[src/rtl/vga_timing_pkg.sv]
// ============================================================================
// Module   : vga_timing_pkg
// Brief    : Default 640x480@60 timing constants and derived line/frame totals.
// Revision : 1.0 - initial release
// ============================================================================
`default_nettype none

package vga_timing_pkg;

    localparam int c_cnt_w    = 10;
    localparam int c_div_w    = 4;

    localparam int c_h_active = 640;
    localparam int c_h_fp     = 16;
    localparam int c_h_sync   = 96;
    localparam int c_h_bp     = 48;

    localparam int c_v_active = 480;
    localparam int c_v_fp     = 10;
    localparam int c_v_sync   = 2;
    localparam int c_v_bp     = 33;

    localparam int c_sync_pol = 0;

    function automatic int axis_total(input int act, input int fp, input int sync, input int bp);
        return act + fp + sync + bp;
    endfunction

    localparam int c_h_total  = axis_total(c_h_active, c_h_fp, c_h_sync, c_h_bp);
    localparam int c_v_total  = axis_total(c_v_active, c_v_fp, c_v_sync, c_v_bp);

endpackage

`default_nettype wire

[src/rtl/vga_timing_if.sv]
// ============================================================================
// Module   : vga_timing_if
// Brief    : Raster position/sync bus between the timing generator and its users.
// Revision : 1.0 - initial release
// ============================================================================
`default_nettype none

interface vga_timing_if;
    import vga_timing_pkg::*;

    logic                 pause;
    logic [c_div_w-1:0]   frame_div;
    logic [c_cnt_w-1:0]   x;
    logic [c_cnt_w-1:0]   y;
    logic                 active;
    logic                 hsync;
    logic                 vsync;
    logic                 next_frame;

    modport master (
        input  pause, frame_div,
        output x, y, active, hsync, vsync, next_frame
    );

    modport slave (
        output pause, frame_div,
        input  x, y, active, hsync, vsync, next_frame
    );

endinterface

`default_nettype wire

[src/rtl/vga_timing.sv]
// ============================================================================
// Module   : vga_timing
// Brief    : VGA raster counters, sync/active generation and a frame-advance
//            pulse; the frame divider is built only with VGA_FRAME_DIV_EN.
// Revision : 1.0 - initial release
// ============================================================================
`default_nettype none

module vga_timing
    import vga_timing_pkg::*;
#(
    parameter int H_ACTIVE = c_h_active,
    parameter int H_FP     = c_h_fp,
    parameter int H_SYNC   = c_h_sync,
    parameter int H_BP     = c_h_bp,
    parameter int V_ACTIVE = c_v_active,
    parameter int V_FP     = c_v_fp,
    parameter int V_SYNC   = c_v_sync,
    parameter int V_BP     = c_v_bp,
    parameter int SYNC_POL = c_sync_pol
) (
    input  wire logic     clk,
    input  wire logic     rst,
    vga_timing_if.master  bus
);

    localparam int               c_h_tot   = axis_total(H_ACTIVE, H_FP, H_SYNC, H_BP);
    localparam int               c_v_tot   = axis_total(V_ACTIVE, V_FP, V_SYNC, V_BP);
    localparam logic [c_cnt_w-1:0] c_h_max   = c_cnt_w'(c_h_tot - 1);
    localparam logic [c_cnt_w-1:0] c_v_max   = c_cnt_w'(c_v_tot - 1);
    localparam logic [c_cnt_w-1:0] c_h_act   = c_cnt_w'(H_ACTIVE);
    localparam logic [c_cnt_w-1:0] c_v_act   = c_cnt_w'(V_ACTIVE);
    localparam logic [c_cnt_w-1:0] c_hs_beg  = c_cnt_w'(H_ACTIVE + H_FP);
    localparam logic [c_cnt_w-1:0] c_hs_end  = c_cnt_w'(H_ACTIVE + H_FP + H_SYNC - 1);
    localparam logic [c_cnt_w-1:0] c_vs_beg  = c_cnt_w'(V_ACTIVE + V_FP);
    localparam logic [c_cnt_w-1:0] c_vs_end  = c_cnt_w'(V_ACTIVE + V_FP + V_SYNC - 1);
    localparam logic               c_sync_on = (SYNC_POL != 0);

    logic [c_cnt_w-1:0] r_x;
    logic [c_cnt_w-1:0] r_y;
    logic               r_active;
    logic               r_hsync;
    logic               r_vsync;
    logic               r_next_frame;

    logic [c_cnt_w-1:0] w_x_nxt;
    logic [c_cnt_w-1:0] w_y_nxt;
    logic               w_h_wrap;
    logic               w_frame_evt;
    logic               w_hs_on;
    logic               w_vs_on;
    logic               w_fire;

    // Every registered flag is decoded from the next counter values so it
    // lines up with x/y in the same cycle.
    always_comb begin
        w_h_wrap    = (r_x == c_h_max);
        w_x_nxt     = w_h_wrap ? '0 : r_x + 1'b1;
        w_y_nxt     = r_y;
        if (w_h_wrap) begin
            w_y_nxt = (r_y == c_v_max) ? '0 : r_y + 1'b1;
        end
        w_frame_evt = (w_x_nxt == '0) && (w_y_nxt == c_v_act);
        w_hs_on     = (w_x_nxt >= c_hs_beg) && (w_x_nxt <= c_hs_end);
        w_vs_on     = (w_y_nxt >= c_vs_beg) && (w_y_nxt <= c_vs_end);
    end

`ifdef VGA_FRAME_DIV_EN
    logic [c_div_w-1:0] r_div_cnt;
    logic               w_div_hit;

    assign w_div_hit = (r_div_cnt >= bus.frame_div);
    assign w_fire    = w_frame_evt && !bus.pause && w_div_hit;

    // A paused frame event leaves the count untouched.
    always_ff @(posedge clk or posedge rst) begin
        if (rst) begin
            r_div_cnt <= '0;
        end else if (w_frame_evt && !bus.pause) begin
            r_div_cnt <= w_div_hit ? '0 : r_div_cnt + 1'b1;
        end
    end
`else
    logic w_unused_frame_div;

    assign w_unused_frame_div = ^bus.frame_div;
    assign w_fire             = w_frame_evt && !bus.pause;
`endif

    always_ff @(posedge clk or posedge rst) begin
        if (rst) begin
            r_x          <= '0;
            r_y          <= '0;
            r_active     <= 1'b0;
            r_hsync      <= !c_sync_on;
            r_vsync      <= !c_sync_on;
            r_next_frame <= 1'b0;
        end else begin
            r_x          <= w_x_nxt;
            r_y          <= w_y_nxt;
            r_active     <= (w_x_nxt < c_h_act) && (w_y_nxt < c_v_act);
            r_hsync      <= w_hs_on ? c_sync_on : !c_sync_on;
            r_vsync      <= w_vs_on ? c_sync_on : !c_sync_on;
            r_next_frame <= w_fire;
        end
    end

    assign bus.x          = r_x;
    assign bus.y          = r_y;
    assign bus.active     = r_active;
    assign bus.hsync      = r_hsync;
    assign bus.vsync      = r_vsync;
    assign bus.next_frame = r_next_frame;

endmodule

`default_nettype wire

[src/flat_wrapper.sv]
// flat-port wrapper written by rule: the top's interface ports become plain ports
module vga_timing_flat import vga_timing_pkg::*;
#(
    parameter int H_ACTIVE = c_h_active,
    parameter int H_FP     = c_h_fp,
    parameter int H_SYNC   = c_h_sync,
    parameter int H_BP     = c_h_bp,
    parameter int V_ACTIVE = c_v_active,
    parameter int V_FP     = c_v_fp,
    parameter int V_SYNC   = c_v_sync,
    parameter int V_BP     = c_v_bp,
    parameter int SYNC_POL = c_sync_pol
)
  (clk, rst, bus_pause, bus_frame_div, bus_x, bus_y, bus_active, bus_hsync, bus_vsync, bus_next_frame);
  vga_timing_if bus_i ();
  input  wire logic clk;
  input  wire logic rst;
  input wire logic [$bits(bus_i.pause)-1:0] bus_pause;
  input wire logic [$bits(bus_i.frame_div)-1:0] bus_frame_div;
  output wire logic [$bits(bus_i.x)-1:0] bus_x;
  output wire logic [$bits(bus_i.y)-1:0] bus_y;
  output wire logic [$bits(bus_i.active)-1:0] bus_active;
  output wire logic [$bits(bus_i.hsync)-1:0] bus_hsync;
  output wire logic [$bits(bus_i.vsync)-1:0] bus_vsync;
  output wire logic [$bits(bus_i.next_frame)-1:0] bus_next_frame;
  assign bus_i.pause = bus_pause;
  assign bus_i.frame_div = bus_frame_div;
  assign bus_x = bus_i.x;
  assign bus_y = bus_i.y;
  assign bus_active = bus_i.active;
  assign bus_hsync = bus_i.hsync;
  assign bus_vsync = bus_i.vsync;
  assign bus_next_frame = bus_i.next_frame;
  vga_timing #(.H_ACTIVE(H_ACTIVE), .H_FP(H_FP), .H_SYNC(H_SYNC), .H_BP(H_BP), .V_ACTIVE(V_ACTIVE), .V_FP(V_FP), .V_SYNC(V_SYNC), .V_BP(V_BP), .SYNC_POL(SYNC_POL)) u_core (.clk(clk), .rst(rst), .bus(bus_i));
endmodule
[config.mk]
export PLATFORM = sky130hd
export DESIGN_NAME = vga_timing_flat
export DESIGN_NICKNAME = d
export VERILOG_FILES = /design/src/rtl/vga_timing_pkg.sv /design/src/rtl/vga_timing_if.sv /design/src/rtl/vga_timing.sv /design/src/flat_wrapper.sv
export SDC_FILE = /design/constraint.sdc
export NUM_CORES = 1
export LEC_CHECK = 0
export BUFFER_PORTS_ARGS = -buffer_cell sky130_fd_sc_hd__buf_2
export CORE_ASPECT_RATIO = 0.6
export CORE_MARGIN = 1
export CORE_UTILIZATION = 57
export CTS_CLUSTER_SIZE = 16
export DETAILED_ROUTE_END_ITERATION = 8
export HOLD_SLACK_MARGIN = 0.05
export PLACE_DENSITY = 0.84
export SYNTH_ARGS = -nofsm -noshare
export SYNTH_HDL_FRONTEND = slang
export SYNTH_SLANG_ARGS = --single-unit
[constraint.sdc]
create_clock -name clk -period 3.7 [get_ports clk]
set_clock_uncertainty 0.1 [all_clocks]
set_input_delay 0.37 -clock clk [delete_from_list [all_inputs] [get_ports clk]]
set_output_delay 0.37 -clock clk [all_outputs]
set_load 0.02 [all_outputs]
# Yosys cells after proc, flatten, opt, wreduce, memory -nomap -nowiden
# Cells that the tools add are included.
# totals
output_inout_bits,24
in_bits,7
ff_bits,24
# classes
n_mux,5
eq_ne,3
n_addsub,2
reduce_logical,7
magnitude_cmp,6
# op_table
operator,count
2-to-1 mux 10 bit,3
"adder 10 x 1 -> 10 bit, second input constant",2
"equality test 10 bit, second input constant",2
"equality test 10 x 9 -> 1 bit, second input constant",1
"greater-or-equal comparator 10 bit, second input constant",1
"greater-or-equal comparator 10 x 9 -> 1 bit, second input constant",1
"<= comparator 10 bit, second input constant",1
"<= comparator 10 x 9 -> 1 bit, second input constant",1
logical NOT 10 bit,1
"< comparator 10 bit, second input constant",1
"< comparator 10 x 9 -> 1 bit, second input constant",1
logical AND 1 bit,5
2-to-1 mux 1 bit,2
logical NOT 1 bit,1

# Logic depth before layout (Yosys ltp)
# Gate-level depths: netlist (run 1).
# depth
word_depth,6
mapped_depth,9
mapped_depth_nobuf,7

# Worst setup path after synthesis (run 1)
# Ideal clock, no wire load.
# synth_timing
path_type,register to register
from,"register u_core.r_x[0], in the netlist u_core.bus.x[0]"
to,"register u_core.r_vsync, in the netlist u_core.bus.vsync"
path_slack_ps,1185
path_buffers,1
path_stages_with_launch,9
setup_ps,94
required_time_ps,3506
t_arrival_ps,2320
cell_sequence,dfrtp_1 > ha_1 > and4_1 > buf_6 > nand4_4 > or3_1 > a21boi_1 > nand4_1 > or4b_1
# synth_via
elab_chain_cells,5
# synth_lines
item,line,source
"start, declared",vga_timing.sv:39,logic [c_cnt_w-1:0] r_x;
"start signal, assigned",vga_timing.sv:99,r_x <= w_x_nxt;
equality test 10 bit *,vga_timing.sv:57,w_h_wrap = (r_x == c_h_max);
2-to-1 mux 10 bit *,vga_timing.sv:60,if (w_h_wrap) begin
greater-or-equal comparator 10 x 9 -> 1 bit / <= comparator 10 x 9 -> 1 bit (equally long branches),vga_timing.sv:65,w_vs_on = (w_y_nxt >= c_vs_beg) && (w_y_nxt <= c_vs_end);
logical AND 1 bit *,vga_timing.sv:65,
2-to-1 mux 1 bit *,vga_timing.sv:103,r_vsync <= w_vs_on ? c_sync_on : !c_sync_on;
"end signal, assigned",vga_timing.sv:96,r_vsync <= !c_sync_on;
"end signal, assigned",vga_timing.sv:103,
"end, declared",vga_timing.sv:43,logic r_vsync;
# Every way passes the cells marked *; elsewhere a longest branch is shown, timed or not.

# Final worst setup path (run 1)
# layout_timing
from,"register u_core.r_x[0], in the netlist u_core.bus.x[0]"
to,"register u_core.r_vsync, in the netlist u_core.bus.vsync"
# layout_via
elab_chain_cells,5
# layout_lines
item,line,source
equality test 10 bit *,vga_timing.sv:57,
2-to-1 mux 10 bit *,vga_timing.sv:60,
named net u_core.w_y_nxt[8],vga_timing.sv:47,logic [c_cnt_w-1:0] w_y_nxt;
greater-or-equal comparator 10 x 9 -> 1 bit / <= comparator 10 x 9 -> 1 bit (equally long branches),vga_timing.sv:65,
logical AND 1 bit *,vga_timing.sv:65,
2-to-1 mux 1 bit *,vga_timing.sv:103,
# Mark *: on every way through the listed nets, which the timed path passes. The rest lies on a longest branch.

==> run metrics, run 1 <==
status=complete, no violations; Slowest cell on crit path=or4b_1; crit end category=register; setup bufs post-CTS=0; minimum clock period=2.79 ns; final setup vio count=0; vias per inst=5.84; Die H=39.9 um; grt ovf=0; placed cells=186; first-pass GRT wire length=4460 um; Via Count=1109; Worst setup SP type=register; pwr dens=285 nW/um^2; fin cells=190; Post-synth ARST share=100%; Max VDD drop=266 uV; Top-Level Pins=31; Leak=0.757 nW; Hold WS=0.176 ns; crit path cell chain=ha_1 -> and4_1 -> and3_4 -> nand4_1 -> xnor2_4 -> nand4_1 -> or4b_1; DRC Markers=0; worst setup path start=u_core.bus.x[0]; pre-CTS setup slack=0.934 ns; clock tree root driver cell=clkbuf_8; die area=2600 sq um; setup TNS=0 ns; CTS clk-pin slew, worst paths=0.08 ns; Period Utilization, post-route=75.3%; GRT Total Usage=24.6%; Clk Latency, worst-skew pair=0.27 ns; YS warnings=0; row count=13; depth of the worst register-to-register path=7; vias in the first global route=908; most used cell, CP=nand4_1; #FFs+latches synth=24; Post-synth EDFFs=0; ratio of cells with drive above 1 in the final layout=24.4%; die width=65.2 um; Synth top area share=40.3%; clock buffer depth=2; Slew Viols, Final=0; RSZ-0062 raised after global routing=false; top cells by count, synth=dfrtp_1 (22), nand2_1 (10), nand3_1 (10); worst-margin pin slew=0.887 ns; final hold vios=0; WP data required=3.78 ns; Storage cell area=603 sq um; DP Wirelength=2060 um; ys flop type=dfrtp_1; number of fill cells in the layout=183; CTS Buf Count=3; area occupied by multi-input gates=702 sq um; largest net degree at the start of global routing=25; Final Net Count=173; Cell Area, Synth=1370 sq um; Routability Congestion=0.814; Hold Path Class=in2async; Core ar.=2210 sq um; DRT antenna net count=0; Syn Inst Count=135; PortBufs=26; worst-path fanout max=12; Arr. time, crit path=2.86 ns; Synth Net Count=147; fmax=359 MHz; Setup CP Type=reg2reg; ant diodes=0; CP peak stage delay=0.56 ns; post-synthesis sequential area ratio=44.1%; antenna violations before repair=0; post-cts resize count=0; CTS H-tree lvls=1; most numerous cell in the Yosys netlist=dfrtp_1; area leader, netlist=dfrtp_1; final setup margin=0.913 ns; routed wire length=2790 um; CTS tree=yes; max_cap viols=0; Synth-to-Final Area Change=13.7%; mean area per synthesized cell=10.1 sq um; reg-to-reg startpoint=u_core.bus.x[0]; Pwr Total=0.000443 W; Synth area leaders=dfrtp_1 (40%), ha_1 (4.6%), dfstp_2 (3.8%), xnor2_1 (3.8%), nand3_1 (3.7%); Yosys cell types=43; TritonCTS Sinks=24; Pre-Repair DR Iteration Count=4; Initial Util=61.8%; DR WL/cell=14.7 um; hold buffer count at CTS=0; relative slew slack=40.8%; DR iter-0 viols=59
==> worst paths after layout <==
| kind | endpoint | slack (ns) |
|---|---|---|
| max in group asynchronous | u_core.bus.x[9] | 2.77 |
| min | u_core.bus.y[1] | 0.18 |
| max | u_core.bus.vsync | 0.91 |
| max reg2reg | u_core.bus.vsync | 0.91 |
| min in group clk | u_core.bus.next_frame | 0.33 |
| min reg2reg | u_core.bus.x[0] | 0.45 |
==> layout by cell type, fill, tap and decap left out, drive strengths merged <==
cell    instances
buf            26
dfrtp          22
nand3          10
nand2          10
nor2            9
o21ai           8
xnor2           8
inv             7
a21oi           6
ha              5
nand4           5
nor3            4
xor2            4
clkbuf          4
and3            4
and4            3
and3b           3
or3             2
nor4            2
nor2b           2
a21o            2
dfstp           2
and2            1
a31oi           1
a22o            1
nor4b           1
nor3b           1
mux2            1
a21boi          1
o22ai           1
o31ai           1
or4             1
nor4bb          1
or4b            1
==> per-stage QoR <==
stage	instance area, sq um	utilization, %
finish	1550	70.2
global route	1550	70.2
CTS	1550	70.2
detailed placement	1500	67.8
global placement	1500	67.8
floorplan	1370	-
==> report_power, final <==
| group | total, W | switching, W | internal [W] |
|---|---|---|---|
| registers | 0.000262 | 0 | 0.000262 |
| logic | 0.00000583 | 0.00000504 | 0.000000786 |
| clock network | 0.000175 | 0.0000796 | 0.0000950 |
| total | 0.000443 | 0.0000847 | 0.000358 |
==> flip-flops by register name (all words and copies together) (netlist names) <==
| register | cells |
|---|---|
| u_core.bus.y | 10 |
| u_core.bus.hsync | 1 |
| u_core.bus.vsync | 1 |
| u_core.bus.active | 1 |
| u_core.bus.next_frame | 1 |
| u_core.bus.x | 10 |
==> worst max-delay path, delay by kind of cell, from the launching register on <==
kind	cells	cell delay [ns]
simple gates	5	1.68
flops	1	0.44
xor+xnor	1	0.19
fa+ha+maj	1	0.28
==> cell type report <==
cell class	instances	share of cell area, %
Clock buffer	4	3.54
Inverter	7	1.69
Multi-Input combinational cell	99	45.2
Sequential cell	24	38.8
Tap cell	30	2.42
Timing Repair Buffer	26	8.37
==> per-layer routing <==
layer	up-vias	track usage [%]	wire [um]
met4	0	10.9	55
li1	531	-	-
met3	9	6.40	176
met5	-	0	0
met2	39	37.1	1200
met1	530	33.8	1360
==> kinds of logic (layout without fill, tap and decap cells) <==
family | Yosys count | after routing | synth area share, %
buf+inv | 12 | 37 | 4.49
compound gates | 21 | 21 | 8.88
flops | 24 | 24 | 44.1
xor+xnor | 12 | 12 | 9.62
fa+ha+maj | 5 | 5 | 4.58
mux | 1 | 1 | 0.824
simple gates | 60 | 60 | 27.5
Note: power is estimated with default switching activity, not from simulation.
==> run 2, diff against run 1 <==
--- a/config.mk
+++ b/config.mk
@@ -8,11 +8,11 @@
 export BUFFER_PORTS_ARGS = -buffer_cell sky130_fd_sc_hd__buf_2
 export CORE_ASPECT_RATIO = 0.6
 export CORE_MARGIN = 1
-export CORE_UTILIZATION = 57
+export CORE_UTILIZATION = 48
 export CTS_CLUSTER_SIZE = 16
 export DETAILED_ROUTE_END_ITERATION = 8
 export HOLD_SLACK_MARGIN = 0.05
-export PLACE_DENSITY = 0.84
+export PLACE_DENSITY = 0.75
 export SYNTH_ARGS = -nofsm -noshare
 export SYNTH_HDL_FRONTEND = slang
 export SYNTH_SLANG_ARGS = --single-unit
==> constraint.sdc (replaced) <==
create_clock -name clk -period 2.36 [get_ports clk]
set_clock_uncertainty 0.1 [all_clocks]
set_input_delay 0.236 -clock clk [delete_from_list [all_inputs] [get_ports clk]]
set_output_delay 0.236 -clock clk [all_outputs]
set_load 0.02 [all_outputs]
==> run 2 against run 1 <==
  * First-iteration DRC count grew 1.7%
  * Clock-buffer cell count decreased by 1
  * Wire length rose by 13%
  * Sequential share of layout area down 3.9 points
  * Largest cell class unchanged
  * Highest routed layer unchanged
==> run metrics, run 2 (same netlist as run 1, synthesis figures left out) <==
status=complete, no violations; P_int=0.000641 W (+79%); Via Count=1178 (+6.2%); largest net degree at the start of global routing=25 (unchanged); Clk Latency, worst-skew pair=0.27 ns (about the same); switching power=0.000145 W (+71%); Period Utilization, post-route=95.2% (+20 points); final setup margin=0.113 ns (-0.801 ns); CTS clk-pin slew, worst paths=0.08 ns (about the same); DR iter-0 viols=60 (+1.7%); WP data required=2.45 ns (-1.33 ns); Comb power frac=1.5% (+0.2 points); Clk pwr share=46.2% (+6.8 points); most frequent cells in the layout=buf_2 (26), dfrtp_1 (19), buf_4 (15); final hold vios=0 (unchanged); DRC Markers=0 (unchanged); Max VDD drop=391 uV (+47%); clock buffer depth=2 (unchanged); Setup CP Type=reg2reg; ratio of cells with drive above 1 in the final layout=34.5% (+10 points); Core ar.=2590 sq um (+17%); Synth-to-Final Area Change=27.4%; CTS Buf Count=3 (unchanged); max_cap viols=0 (unchanged); antenna violations before repair=0 (unchanged); routed wire length=3160 um (+13%); Reg power frac=52.3% (-6.9 points); clock tree root driver cell=clkbuf_8; Slowest cell on crit path=or4b_1; Net Sw Frac=18.4% (-0.72 points); Routability Congestion=0.916 (+12%); leading cell type in the layout, fill and taps excluded=buf_2; pre-CTS setup slack=0.0266 ns (-0.907 ns); CP peak stage delay=0.54 ns (-0.02 ns); DR WL/cell=15.1 um (+3.0%); Hold WS=0.181 ns (+0.00503 ns); number of fill cells in the layout=219 (+20%); fmax=445 MHz (+24%); worst-path fanout max=5 (-7); Top-Level Pins=31 (unchanged); crit end category=register; CTS tree=yes; Die H=43.3 um (+8.5%); Worst setup SP type=register; critical path's top delay family=simple AND/OR/NAND/NOR gates; Initial Util=52.7% (-9.1 points); vias in the first global route=1058 (+17%); DRT antenna net count=0 (unchanged); RSZ-0062 raised after global routing=false; area occupied by multi-input gates=723 sq um (+3.0%); Final Net Count=190 (+9.8%); DP Wirelength=2380 um (+15%); Pre-Repair DR Iteration Count=6 (+2); Buf/Inv on CP=0 (unchanged); TritonCTS Sinks=24 (unchanged); Leak=0.848 nW (+12%); CTS H-tree lvls=1 (unchanged); DP Area=1650 sq um (+10%); setup TNS=0 ns (unchanged); ant diodes=0 (unchanged); Hold Path Class=in2reg; worst-margin pin slew=0.440 ns (-0.447 ns); vias per inst=5.64 (-3.4%); row count=14 (+1); pwr dens=452 nW/um^2 (+59%); Storage cell area=607 sq um (+0.62%); final setup vio count=0 (unchanged); post-route cell area=1740 sq um (+12%); minimum clock period=2.25 ns (-0.539 ns); die area=3070 sq um (+18%); grt ovf=0 (unchanged); Slew Viols, Final=0 (unchanged); Arr. time, crit path=2.34 ns (-0.52 ns); die width=70.9 um (+8.7%); PortBufs=26 (unchanged); GRT Total Usage=22.9% (-1.8 points); first-pass GRT wire length=5110 um (+14%); crit path cell chain=ha_4 -> and4_4 -> nand4_4 -> or3_1 -> a21boi_1 -> nand4_1 -> or4b_1; relative slew slack=70.3% (+30 points)
run 2: cell type report:
class | count | share of cell area, %
inverter | 7 | 1.51
clock inverter | 1 | 1.73
timing repair buffer | 43 | 15.7
multi-input combinational | 99 | 41.6
tap | 32 | 2.30
sequential | 24 | 34.9
clock buffer | 3 | 2.37
run 2: final timing paths:
path | from | end | slack (ns) | cells after the start
max in group asynchronous | rst | u_core.bus.hsync | 1.43 | 4
worst max register to register | u_core.bus.x[1] | u_core.bus.vsync | 0.11 | 7
worst min-delay path | bus_pause | u_core.bus.next_frame | 0.18 | 4
worst max-delay path | u_core.bus.x[1] | u_core.bus.vsync | 0.11 | 7
worst min register to register | u_core.bus.x[2] | u_core.bus.x[2] | 0.46 | 1
min in group asynchronous | rst | u_core.bus.x[1] | 0.45 | 4
run 2: per-stage QoR:
step / std cells / utilization, % / total power, W
2_1_floorplan: 135 / - / 0.000425
3_3_place_gp: 204 / 63.6 / 0.000430
3_5_place_dp: 204 / 63.6 / 0.000431
4_1_cts: 209 / 66.7 / 0.000794
5_1_grt: 209 / 67.1 / 0.000819
6_report: 209 / 67.1 / 0.000786
run 2: power by group through the flow:
stage | Sequential (W) | Combinational [W] | Clock [W]
final | 0.000411 | 0.0000120 | 0.000363
after detailed placement | 0.000419 | 0.0000116 | 0
after global routing | 0.000411 | 0.0000142 | 0.000394
after floorplan | 0.000419 | 0.00000609 | 0
after CTS | 0.000411 | 0.0000128 | 0.000371
after global placement | 0.000419 | 0.0000113 | 0
run 2: worst min-delay path: stages:
cell	delay, ns
buf_2	0.07
nor2b_1	0.04
nand4_1	0.11
nor4_1	0.06
run 2: what timing repair did:
action,4_1_cts,5_1_grt
setup buffers,0,0
resized for setup,0,4
setup endpoints to repair,0,2
hold buffers,1,0
endpoints found under the hold margin,22,0
run 2: per-layer routing:
metal	vias up	GRT usage, %	wire length [um]
met5	-	0	0
met4	0	8.00	35
met3	4	6.18	111
met2	21	33.7	1410
met1	585	32.7	1610
li1	568	-	-
